$ cat src/rtl/txuart_outbox.sv
// Buffered UART transmitter: bytes queue in a circular FIFO and leave as 8N1 frames on o_uart_tx.
// Optional macro TXUART_PARITY_EN adds an even-parity bit between the data and stop bits.
module txuart_outbox #(
  parameter logic [23:0] CLOCKS_PER_BAUD = 24'd104,
  parameter logic [3:0]  LGFLEN          = 4'd4
) (
  input  logic            i_clk,
  input  logic            i_rst_n,
  input  logic            i_wr,
  input  logic [7:0]      i_data,
  output logic            o_full,
  output logic            o_empty_n,
  output logic [LGFLEN:0] o_fill,
  output logic            o_overflow,
  output logic            o_busy,
  output logic            o_uart_tx
);

  localparam int LG    = int'(LGFLEN);
  localparam int DEPTH = 1 << LG;
  localparam int CW    = $clog2(int'(CLOCKS_PER_BAUD));

  typedef logic [LG-1:0] ptr_t;
  typedef logic [LG:0]   fill_t;
  typedef logic [CW-1:0] cnt_t;

  localparam cnt_t  BAUD_LAST = cnt_t'(CLOCKS_PER_BAUD - 24'd1);
  localparam fill_t FILL_FULL = fill_t'(DEPTH);

`ifdef TXUART_PARITY_EN
  typedef enum logic [2:0] {
    IDLE   = 3'd0,
    START  = 3'd1,
    DATA   = 3'd2,
    STOP   = 3'd3,
    PARITY = 3'd4
  } state_t;

  function automatic logic even_parity(input logic [7:0] d);
    return ^d;
  endfunction
`else
  typedef enum logic [1:0] {
    IDLE  = 2'd0,
    START = 2'd1,
    DATA  = 2'd2,
    STOP  = 2'd3
  } state_t;
`endif

  logic [1:0] rst_sync;
  logic       rst_n;

  logic [7:0] mem [DEPTH];
  ptr_t       wr_ptr;
  ptr_t       rd_ptr;
  fill_t      fill;
  fill_t      fill_next;
  logic       push;
  logic       pop;
  logic [7:0] head;

  state_t     state;
  state_t     state_next;
  cnt_t       cnt;
  cnt_t       cnt_next;
  logic [2:0] bit_idx;
  logic [2:0] bit_idx_next;
  logic [7:0] shift;
  logic [7:0] shift_next;
  logic       tx_next;
  logic       bit_end;
`ifdef TXUART_PARITY_EN
  logic       par;
  logic       par_next;
`endif

  // Reset synchronizer: assertion is immediate, release is aligned to i_clk.
  always_ff @(posedge i_clk or negedge i_rst_n) begin
    if (!i_rst_n) begin
      rst_sync <= 2'b00;
    end else begin
      rst_sync <= {rst_sync[0], 1'b1};
    end
  end
  assign rst_n = rst_sync[1];

  // Writes are gated by the registered full flag, so a dropped byte never touches storage.
  assign push    = i_wr && !o_full;
  assign head    = mem[rd_ptr];
  assign o_fill  = fill;
  assign bit_end = (cnt == cnt_t'(0));

  // FIFO storage; no reset needed since occupancy tracking guards every read.
  always_ff @(posedge i_clk) begin
    if (push) begin
      mem[wr_ptr] <= i_data;
    end
  end

  // Next occupancy from push/pop of this cycle.
  always_comb begin
    fill_next = fill;
    case ({push, pop})
      2'b10:   fill_next = fill + fill_t'(1);
      2'b01:   fill_next = fill - fill_t'(1);
      default: fill_next = fill;
    endcase
  end

  // FIFO pointers and registered status flags.
  always_ff @(posedge i_clk or negedge rst_n) begin
    if (!rst_n) begin
      wr_ptr     <= ptr_t'(0);
      rd_ptr     <= ptr_t'(0);
      fill       <= fill_t'(0);
      o_full     <= 1'b0;
      o_empty_n  <= 1'b0;
      o_overflow <= 1'b0;
    end else begin
      if (push) begin
        wr_ptr <= wr_ptr + ptr_t'(1);
      end
      if (pop) begin
        rd_ptr <= rd_ptr + ptr_t'(1);
      end
      fill       <= fill_next;
      o_full     <= (fill_next == FILL_FULL);
      o_empty_n  <= (fill_next != fill_t'(0));
      o_overflow <= i_wr && o_full;
    end
  end

  // Frame sequencer: next state, bit counter, shifter and line level.
  always_comb begin
    state_next   = state;
    cnt_next     = cnt;
    bit_idx_next = bit_idx;
    shift_next   = shift;
    tx_next      = o_uart_tx;
    pop          = 1'b0;
`ifdef TXUART_PARITY_EN
    par_next     = par;
`endif
    case (state)
      IDLE: begin
        if (o_empty_n) begin
          pop        = 1'b1;
          shift_next = head;
`ifdef TXUART_PARITY_EN
          par_next   = even_parity(head);
`endif
          tx_next    = 1'b0;
          cnt_next   = BAUD_LAST;
          state_next = START;
        end else begin
          tx_next = 1'b1;
        end
      end
      START: begin
        if (bit_end) begin
          state_next   = DATA;
          bit_idx_next = 3'd0;
          tx_next      = shift[0];
          cnt_next     = BAUD_LAST;
        end else begin
          cnt_next = cnt - cnt_t'(1);
        end
      end
      DATA: begin
        if (!bit_end) begin
          cnt_next = cnt - cnt_t'(1);
        end else if (bit_idx == 3'd7) begin
          cnt_next   = BAUD_LAST;
`ifdef TXUART_PARITY_EN
          state_next = PARITY;
          tx_next    = par;
`else
          state_next = STOP;
          tx_next    = 1'b1;
`endif
        end else begin
          bit_idx_next = bit_idx + 3'd1;
          shift_next   = {1'b0, shift[7:1]};
          tx_next      = shift[1];
          cnt_next     = BAUD_LAST;
        end
      end
`ifdef TXUART_PARITY_EN
      PARITY: begin
        if (bit_end) begin
          state_next = STOP;
          tx_next    = 1'b1;
          cnt_next   = BAUD_LAST;
        end else begin
          cnt_next = cnt - cnt_t'(1);
        end
      end
`endif
      STOP: begin
        if (!bit_end) begin
          cnt_next = cnt - cnt_t'(1);
        end else if (o_empty_n) begin
          // Chain straight into the next start bit so queued frames stay contiguous.
          pop        = 1'b1;
          shift_next = head;
`ifdef TXUART_PARITY_EN
          par_next   = even_parity(head);
`endif
          tx_next    = 1'b0;
          cnt_next   = BAUD_LAST;
          state_next = START;
        end else begin
          tx_next    = 1'b1;
          state_next = IDLE;
        end
      end
      default: begin
        tx_next    = 1'b1;
        state_next = IDLE;
      end
    endcase
  end

  // Sequencer registers; the line and busy flag come straight from flops.
  always_ff @(posedge i_clk or negedge rst_n) begin
    if (!rst_n) begin
      state     <= IDLE;
      cnt       <= cnt_t'(0);
      bit_idx   <= 3'd0;
      shift     <= 8'h00;
      o_uart_tx <= 1'b1;
      o_busy    <= 1'b0;
`ifdef TXUART_PARITY_EN
      par       <= 1'b0;
`endif
    end else begin
      state     <= state_next;
      cnt       <= cnt_next;
      bit_idx   <= bit_idx_next;
      shift     <= shift_next;
      o_uart_tx <= tx_next;
      o_busy    <= (state_next != IDLE);
`ifdef TXUART_PARITY_EN
      par       <= par_next;
`endif
    end
  end

endmodule

$ cat config.mk
export PLATFORM = sky130hd
export DESIGN_NAME = txuart_outbox
export DESIGN_NICKNAME = d
export VERILOG_FILES = /design/src/rtl/txuart_outbox.sv
export SDC_FILE = /design/constraint.sdc
export NUM_CORES = 1
export LEC_CHECK = 0
export ABC_AREA = 1
export ABC_CLOCK_PERIOD_IN_PS = 3250
export CORE_ASPECT_RATIO = 1.1
export CORE_MARGIN = 2
export CORE_UTILIZATION = 55
export CTS_CLUSTER_DIAMETER = 50
export DETAILED_ROUTE_END_ITERATION = 8
export HOLD_SLACK_MARGIN = 0.08
export PLACE_DENSITY_LB_ADDON = 0.08
export SYNTH_ARGS = -nofsm -noshare
export SYNTH_HDL_FRONTEND = slang
export SYNTH_SLANG_ARGS = --single-unit
$ cat constraint.sdc
create_clock -name i_clk -period 3.25 [get_ports i_clk]
set_clock_uncertainty 0.1 [all_clocks]
set_input_delay 0.325 -clock i_clk [delete_from_list [all_inputs] [get_ports i_clk]]
set_output_delay 0.325 -clock i_clk [all_outputs]
set_load 0.03 [all_outputs]
==> impl_results.rst <==
.. list-table::
   :header-rows: 1

   * - Metric
     - Value
   * - Run status
     - finished clean
   * - Die height
     - 125 µm
   * - Syn Inst Count
     - 620
   * - Slew at the pin with the worst max-slew slack
     - between 0.8 and 0.9 ns
   * - Number of nets at the end of the flow
     - 677
   * - Final setup fails
     - 0
   * - Per-cell routed wire length
     - 19.0 µm
   * - First-pass GRT wire length
     - about 25,000 µm
   * - Detailed-router iteration count before antenna repair
     - 6
   * - DRT iter0 DRCs
     - 418
   * - Flop pwr share
     - 48.2%
   * - Final total power
     - 5.52 mW
   * - Static Leakage
     - 3.10 nW
   * - Insertion delay of the later-clocked pin in the worst-skew pair
     - around 0.43 ns
   * - Filler cell count in the final layout
     - roughly 980
   * - Hold Fails Final Rpt
     - 0
   * - Die Area
     - 14,200 µm²
   * - Max capacitance violation total
     - 0
   * - Clock power frac
     - 39.1%
   * - Upper clock frequency limit
     - 0.374 GHz
   * - Setup repair after global routing missed its margin
     - no
   * - Post-layout minimum cycle time
     - 2.68 ns
   * - Number of I/O pins
     - 21
   * - DRC Markers
     - 0
   * - Biggest area contributors in the synthesized netlist
     - edfxtp_1 (53%), dfrtp_1 (13%), o21ai_0 (5.3%), nor2_1 (5.0%), ha_1 (2.7%)
   * - Max-slew violation total from the final report
     - 0
   * - Leading register cell type out of synthesis
     - edfxtp_1
   * - Yosys warning count
     - 0
   * - Data required time of the critical path
     - around 3.5 ns
   * - Initial Util
     - 55.8%
   * - Combinational share of power
     - 12.7%
   * - CP startpoint kind
     - flop
   * - Net switching component of the power
     - 1.38 mW
   * - Area growth, synth to finish
     - 14.6%
   * - Proportion of synthesized flip-flops having asynchronous set or reset
     - a little under a quarter
   * - Fraction of layout instances using a drive strength above 1
     - 11.0%
   * - Most used cells in the layout excluding fill and tap cells
     - edfxtp_1 (128), nor2_1 (97), o21ai_0 (77)
   * - Placer congestion estimate
     - around 0.86
   * - Net count after synthesis
     - 647
   * - Port-buffer cells
     - 20
   * - Worst setup path class
     - flop to flop
   * - Most area-hungry cell type in the Yosys netlist
     - edfxtp_1
   * - Number of instances resized during post-cts repair
     - 0
   * - Number of unique standard cell types used by synthesis
     - 40
   * - Antenna violations before repair
     - 0
   * - Maximum number of pins on one net before global-route repair
     - 67
   * - Most frequent standard cell in the layout excluding fill and tap cells
     - edfxtp_1
   * - CTS clock-pin slew for the worst setup and hold paths
     - roughly 0.06 ns
   * - Setup TNS after final layout
     - 0 ns
   * - Share of the synthesized area in the top cell type
     - 52.8%
   * - Site row count
     - between 40 and 50
   * - Global-route total usage across every layer
     - between 20% and 30%
   * - Switching portion of total power
     - 25.1%
   * - Mean Syn Cell Area
     - 11.8 µm²
   * - Total grt overflow
     - 0
   * - Maximum VDD drop
     - 0.399 mV
   * - EDFF count, synth
     - 128
   * - Number of sinks driven by the clock tree
     - between 150 and 200
   * - Final core utilization
     - 64.0%
   * - Fraction of the yosys area taken by sequential cells
     - 66.5%
   * - Hold/Removal Path Class
     - flop to flop
   * - Flops & latches, synth
     - 168
   * - Placed wire-length estimate
     - 9800 µm
   * - Number of vias per cell
     - 5.92
   * - Power density over cell area
     - 661 nW/µm²
   * - Number of diodes
     - 0
   * - Int Power
     - 4.13 mW
   * - Crit path max fanout
     - 7
   * - CTS tree
     - done
   * - Relative slew slack
     - 42.8%
   * - Netlist area before placement
     - 7290 µm²
   * - Post-DRT Antenna Nets
     - 0
   * - Chip Width
     - 114 µm
   * - Register-to-register setup slack
     - ~0.57 ns
   * - Arrival time at the worst endpoint
     - 2.89 ns
   * - Core outline area
     - 13,000 µm²
   * - Clock Tree Root
     - clkbuf_16
   * - Final period util
     - 82.4%
   * - Inserted Clock Buffers
     - 17
   * - Number of global-route vias before repair
     - 4,792
   * - Clock buffer depth
     - 2
   * - Max H-tree Level
     - 4
   * - Element type at the critical path end
     - flop
   * - Count of vias placed by the detailed router
     - 4,880
   * - Total routed wirelength
     - approximately 16,000 µm
[per-stage QoR]
step / instance area, µm² / cells / setup WS (ns) / hold slack, ns
2_1_floorplan: 7290 / 620 / 0.813 / -0.0706
3_3_place_gp: 7700 / 791 / 0.619 / 0.234
3_5_place_dp: 7700 / 791 / 0.549 / 0.247
4_1_cts: 8350 / 824 / 0.599 / 0.261
5_1_grt: 8350 / 824 / 0.304 / 0.277
6_report: 8350 / 824 / 0.573 / 0.257
[power by group through the flow]
stage                     Clock, mW  Sequential (mW)  Combinational [mW]
after floorplan                   0             2.75               0.378
after global placement            0             2.70               0.689
after detailed placement          0             2.71               0.702
after CTS                      2.18             2.66               0.708
after global routing           2.26             2.69               0.779
final                          2.16             2.66               0.701
[state kept, by name, summed over array words and instances, names as in the netlist]
| name | count |
|---|---|
| wr_ptr | 4 |
| o_fill | 5 |
| cnt | 7 |
| o_empty_n | 1 |
| o_overflow | 1 |
| mem | 128 |
| o_busy | 1 |
| rst_sync | 2 |
| bit_idx | 3 |
| o_full | 1 |
| shift | 8 |
| rd_ptr | 4 |
| o_uart_tx | 1 |
| state | 2 |
[kinds of logic (layout without fill, tap and decap cells)]
logic type / after synthesis / in the layout / share of synthesized area [%]
and+or+nand+nor: 193 / 193 / 12.5
DFF: 168 / 168 / 66.5
AOI/OAI and AO/OA: 159 / 159 / 13.0
buffers and inverters: 71 / 114 / 3.81
adders and majority gates: 16 / 16 / 2.75
xor gates and xnor gates: 12 / 12 / 1.44
other: 1 / 1 / 0.0515
[critical path, stage by stage, from the launching register on]
cell and delay (ns):
dfrtp_1 0.43, inv_1 0.12, ha_1 0.42, nor2_4 0.25, nand2_1 0.11, inv_1 0.13, ha_1 0.30, o21ai_0 0.20
inv_1 0.07, nor2_1 0.09, inv_1 0.06, nor2_2 0.11, inv_1 0.04, nor2_1 0.10, nand2_1 0.05
[synth_stat cells, types with 2 or more instances]
cell type and count:
xnor2_1 3, nand2_4 2, clkinv_1 2, dfrtp_1 39, nand3_1 16, o21ai_1 7, o32ai_1 3, nor2_4 2
o21ai_2 2, a211oi_1 4, o221ai_1 21, xor2_1 9, nor3_1 4, nor2_2 4, edfxtp_1 128, o211ai_1 9
o21ai_0 77, inv_1 38, clkbuf_1 18, nor2_1 97, buf_2 9, nand2_2 3, inv_2 4, nand4_1 6
ha_1 16, nand3_4 2, a21oi_1 22, nand2_1 49, o22ai_1 13
[metal layers]
metal  GRT usage, %  part of all wire (%)  up-vias  routed length, µm
met5              0                     0        -                  0
met4           9.18                   2.2        0                346
met3           4.14                   4.7       28                741
met2           38.8                    50      156               7840
met1           30.7                    43     2409               6720
li1               -                     -     2287                  -
[layout make-up]
cell class              count  area, µm²  share of cell area [%]
well taps                 161        201                    2.41
inverters                  44        165                    1.98
clock inverters            14        204                    2.44
flip-flops and latches    168       4850                    58.1
multi-input cells         381       2160                    25.9
repair buffers             38        338                    4.05
clock buffers              18        429                    5.14
[final timing paths]
kind                       depth (start not counted)   startpoint          end
hold / removal                                     0  rst_sync[0]  rst_sync[1]
max in group asynchronous                          0  rst_sync[1]    rd_ptr[0]
setup / recovery                                  14     state[0]    o_empty_n
min in group asynchronous                          0  rst_sync[1]    wr_ptr[2]
hold reg to reg                                    0  rst_sync[0]  rst_sync[1]
setup reg to reg                                  14     state[0]    o_empty_n
[what timing repair did]
item | CTS | global route
setup buffers | 0 | 0
hold buffers | 1 | 0
endpoints found under the hold margin | 2 | 0
(Power assumes the default switching activity.)
==> edit 1, RTL diff (same settings) <==
`shift` no longer has a reset.
--- a/src/rtl/txuart_outbox.sv
+++ b/src/rtl/txuart_outbox.sv
@@ -230,3 +230,2 @@
       bit_idx   <= 3'd0;
-      shift     <= 8'h00;
       o_uart_tx <= 1'b1;
@@ -240,3 +239,2 @@
       bit_idx   <= bit_idx_next;
-      shift     <= shift_next;
       o_uart_tx <= tx_next;
@@ -249,2 +247,6 @@
 
+  always_ff @(posedge i_clk) begin
+    shift <= shift_next;
+  end
+
 endmodule
Function: same outputs for any inputs over 10 cycles, from zero or initial values and one cycle with i_rst_n low; that may be too few to reach the edited logic, so the function may still have changed.
==> edit 1 against the original RTL <==
  * Wire length rose by 1.2%
  * Critical endpoint unchanged
  * Worst hold slack got worse by 0.099 ns
  * Combinational power rose by 12%
  * Die area fell by 0.75%
  * Sequential cell count did not move
  * Power rose by 0.20%
  * Synthesized cell count rose by 0.65%
  * Area after synthesis fell by 0.77%
  * Worst setup slack got worse by 0.082 ns
  * Final area fell by 0.31%
==> edit 1: results (changes against the original RTL) <==
The final wirelength came to 15800 um (was 15600 um). Status: finished clean (unchanged). The synthesized net count is 651 (was 647).

The number of nets in the final layout is 688 (was 677). The post-detailed-placement half-perimeter wirelength came out at 10000 um (was 9800 um). The leakage power figure is 3.15 nW (was 3.10 nW).

The global-route wire length before repair came out at 25200 um (was 25100 um). Cell types with the largest area share after synthesis: sky130_fd_sc_hd__edfxtp_1 (56%), sky130_fd_sc_hd__dfrtp_1 (11%), sky130_fd_sc_hd__o21ai_0 (6.2%) (was sky130_fd_sc_hd__edfxtp_1 (53%), sky130_fd_sc_hd__dfrtp_1 (13%), sky130_fd_sc_hd__o21ai_0 (5.3%)). The total iterations of the first detailed-routing run is 4 (was 6). The DRC violation total after the first TritonRoute iteration came to 391 (was 418). The per-cell via count in the routed design is 5.90 (was 5.92).

The all-layer global routing usage came out at 0.237 (was 0.234). The class of the tightest hold or removal check is flop to async pin (was flop to flop). The maximum resistive drop on vdd was 0.000411 V (was 0.000399 V).

The worst-case headroom to the max-slew limit came out at 0.398 (was 0.428). The sequential element share of the synthesized area was 0.676 (was 0.665). The placer's final routability congestion estimate is 0.892 (was 0.858).

The number of flops mapped to enable cells by yosys is 136 (was 128). The share of flip-flops with an asynchronous set or reset is 0.190 (was 0.238). The dominant delay contributor by cell family on the critical path is simple AND/OR/NAND/NOR gates (was adder cells). The share of final-layout standard cells stronger than drive strength 1 is 0.105 (was 0.110). The number of distinct library cells after synthesis is 41 (was 40). Commonest cells post-synth: sky130_fd_sc_hd__edfxtp_1 (136), sky130_fd_sc_hd__nor2_1 (106), sky130_fd_sc_hd__o21ai_0 (89), sky130_fd_sc_hd__nand2_1 (53), sky130_fd_sc_hd__inv_1 (44) (was sky130_fd_sc_hd__edfxtp_1 (128), sky130_fd_sc_hd__nor2_1 (97), sky130_fd_sc_hd__o21ai_0 (77), sky130_fd_sc_hd__nand2_1 (49), sky130_fd_sc_hd__dfrtp_1 (39)). The via count of the first global-routing pass was 5021 (was 4792). Regs by FF count: mem: 128 flops, shift: 8 flops, cnt: 7 flops (unchanged).
==> edit 1: final timing paths <==
check / to / depth (start not counted) / startpoint / slack (ns)
setup / recovery: o_empty_n / 17 / state[0] / 0.49
hold / removal: o_fill[3] / 1 / rst_sync[1] / 0.16
setup reg to reg: o_empty_n / 17 / state[0] / 0.49
min in group i_clk: rst_sync[1] / 0 / rst_sync[0] / 0.27
hold reg to reg: o_fill[3] / 1 / rst_sync[1] / 0.16
max in group asynchronous: rst_sync[0] / 2 / i_rst_n / 2.44
==> edit 1: layout make-up <==
cell class	instances	area [sq um]
clock buffers	18	429
clock inverters	14	179
fillers	954	4380
inverters	47	176
multi-input cells	383	2060
flip-flops and latches	168	4890
well taps	157	196
repair buffers	44	395
==> edit 1: power breakdown <==
part | internal, W | total, W | switching (W) | leakage, nW
Clock | 0.00128 | 0.00207 | 0.000796 | 0.293
Combinational | 0.000268 | 0.000785 | 0.000517 | 1.26
Sequential | 0.00256 | 0.00267 | 0.000108 | 1.59
==> edit 1: routing by layer <==
metal / share of wire / routed length [um] / GRT usage / vias to the layer above
li1: - / - / - / 2305
met1: 0.42 / 6580 / 0.293 / 2431
met5: 0 / 0 / 0 / -
met3: 0.049 / 769 / 0.0458 / 27
met2: 0.51 / 8140 / 0.402 / 144
met4: 0.022 / 349 / 0.110 / 0
==> edit 1: cell families (layout without fill, tap and decap cells) <==
logic type / Yosys count / in the layout / share of synthesized area
compound gates: 153 / 153 / 0.122
buf+inv: 73 / 123 / 0.0395
flops: 168 / 168 / 0.676
simple gates: 201 / 201 / 0.120
xor+xnor: 12 / 12 / 0.0145
other cells: 1 / 1 / 0.000519
fa+ha+maj: 16 / 16 / 0.0277
==> edit 1: stage by stage <==
stage / utilization / std cells / total power [W] / worst slack [ns] / hold slack [ns]
3_3_place_gp: 0.607 / 798 / 0.00345 / 0.594 / 0.174
2_1_floorplan: - / 624 / 0.00317 / 0.840 / -0.0706
6_report: 0.655 / 831 / 0.00553 / 0.491 / 0.158
3_5_place_dp: 0.607 / 798 / 0.00349 / 0.503 / 0.174
5_1_grt: 0.655 / 831 / 0.00573 / 0.276 / 0.220
4_1_cts: 0.655 / 831 / 0.00556 / 0.524 / 0.184
==> edit 2, RTL diff (same settings) <==
Without the edit above. The option `TXUART_PARITY_EN` is turned on by a define.
--- a/src/rtl/txuart_outbox.sv
+++ b/src/rtl/txuart_outbox.sv
@@ -2,2 +2,4 @@
 // Optional macro TXUART_PARITY_EN adds an even-parity bit between the data and stop bits.
+`define TXUART_PARITY_EN
+
 module txuart_outbox #(
Formal check against the unedited RTL: no difference found for any inputs over 10 cycles, from zero or initial values and one cycle with i_rst_n low; that may be too few to reach the edited logic, so the function may still have changed.
==> edit 2 against the original RTL <==
  * Sequential cell count rose by 2
  * Largest power group unchanged
  * Power fell by 1.7%
  * Cell count rose by 29%
  * Final area rose by 6.8%
  * Critical path type unchanged
  * Sequential share of layout area fell by 3.2 points
  * Synthesized cell count rose by 35%
  * Worst setup slack got worse by 0.061 ns
  * Die area rose by 9.4%
  * Area after synthesis rose by 9.7%
  * Wire length rose by 11%
  * Highest routed layer unchanged
  * Maximum frequency fell by 2.2%
==> edit 2: results (changes against the original RTL) <==
The startpoint of the worst setup timing path is cnt[1] (was state[0]). Status: finished clean (unchanged). The delay of the slowest cell on the worst path is 0.37 ns (was 0.43 ns). The largest fanout on the critical path is 10 (was 7). The average cell area after synthesis is 9.55 sq um (was 11.8 sq um).

The leakage power figure is 3.88 nW (was 3.10 nW). The all-layer global routing usage is 0.235 (was 0.234). The reg-to-reg startpoint is cnt[1] (was state[0]).

The maximum resistive drop on vdd is 0.000406 V (was 0.000399 V). The sequential element share of the synthesized area was 0.613 (was 0.665). Cell types with the largest area share after synthesis: sky130_fd_sc_hd__edfxtp_1 (48%), sky130_fd_sc_hd__dfrtp_1 (13%), sky130_fd_sc_hd__nand2_1 (12%) (was sky130_fd_sc_hd__edfxtp_1 (53%), sky130_fd_sc_hd__dfrtp_1 (13%), sky130_fd_sc_hd__o21ai_0 (5.3%)).

The depth of the most critical reg-to-reg path is 17 (was 14). The instance count after placement with tap cells included is 1032 (was 791). The DRC violation total after the first TritonRoute iteration is 466 (was 418). The number of distinct library cells after synthesis came out at 44 (was 40). The critical path arrival came out at 2.96 ns (was 2.89 ns).

The detailed-route via count is 5670 (was 4880). The via count of the first global-routing pass came to 5390 (was 4792). The share of flip-flops with an asynchronous set or reset is 0.247 (was 0.238). The global-route wire length before repair came out at 27400 um (was 25100 um). The synthesized net count came out at 859 (was 647). The actual transition at the worst max-transition pin is 0.942 ns (was 0.855 ns). The number of nets in the final layout is 882 (was 677). The design internal power came out at 0.00394 W (was 0.00413 W).

The dominant delay contributor by cell family on the critical path is simple AND/OR/NAND/NOR gates (was adder cells). The total iterations of the first detailed-routing run is 5 (was 6). Commonest cells post-synth: sky130_fd_sc_hd__nand2_1 (264), sky130_fd_sc_hd__edfxtp_1 (128), sky130_fd_sc_hd__inv_1 (112), sky130_fd_sc_hd__nand3_1 (94), sky130_fd_sc_hd__nor2_1 (49) (was sky130_fd_sc_hd__edfxtp_1 (128), sky130_fd_sc_hd__nor2_1 (97), sky130_fd_sc_hd__o21ai_0 (77), sky130_fd_sc_hd__nand2_1 (49), sky130_fd_sc_hd__dfrtp_1 (39)).
==> edit 2: changes by cell type after synthesis, sizes merged, moves of 16 or more <==
cell / delta
clkbuf: -17
buf: +16
nand2: +217
nor2: -46
inv: +79
o21ai: -49
nand3: +79
o221ai: -20
==> edit 2: per-layer routing <==
| metal | vias up | share of wire | GRT usage |
|---|---|---|---|
| met5 | - | 0 | 0 |
| met4 | 0 | 0.022 | 0.0875 |
| met3 | 29 | 0.043 | 0.0451 |
| met2 | 153 | 0.50 | 0.403 |
| met1 | 2718 | 0.43 | 0.301 |
| li1 | 2770 | - | - |
==> edit 2: cells by family after synthesis <==
kind of cell | count (synthesis) | share of synthesized area
AO/OA/AOI/OAI | 61 | 0.0437
XOR/XNOR | 10 | 0.0119
adder cells (fa/ha/maj) | 11 | 0.0172
buffers and inverters | 148 | 0.0788
flip-flops | 170 | 0.613
other | 1 | 0.000469
AND/OR/NAND/NOR | 436 | 0.235
==> edit 2: power groups by stage <==
stage,sequential (W),combinational [W],clock (W)
detailed placement,0.00273,0.000753,0
CTS,0.00269,0.000755,0.00200
floorplan,0.00277,0.000436,0
global route,0.00271,0.000843,0.00210
finish,0.00269,0.000753,0.00198
global placement,0.00273,0.000733,0
==> edit 2: final timing paths <==
| kind | endpoint | slack (ns) |
|---|---|---|
| min in group asynchronous | o_fill[3] | 0.31 |
| setup reg to reg | o_empty_n | 0.51 |
| setup / recovery | o_empty_n | 0.51 |
| hold / removal | rst_sync[1] | 0.24 |
| hold reg to reg | rst_sync[1] | 0.24 |
| max in group asynchronous | rd_ptr[0] | 2.08 |
==> edit 2: area by class of cell <==
type                    count  area (sq um)
fillers                  1163          5410
flip-flops and latches    170          4900
multi-input cells         519          2470
inverters                 122           460
clock buffers              17           425
repair buffers             30           278
well taps                 192           240
clock inverters            15           150
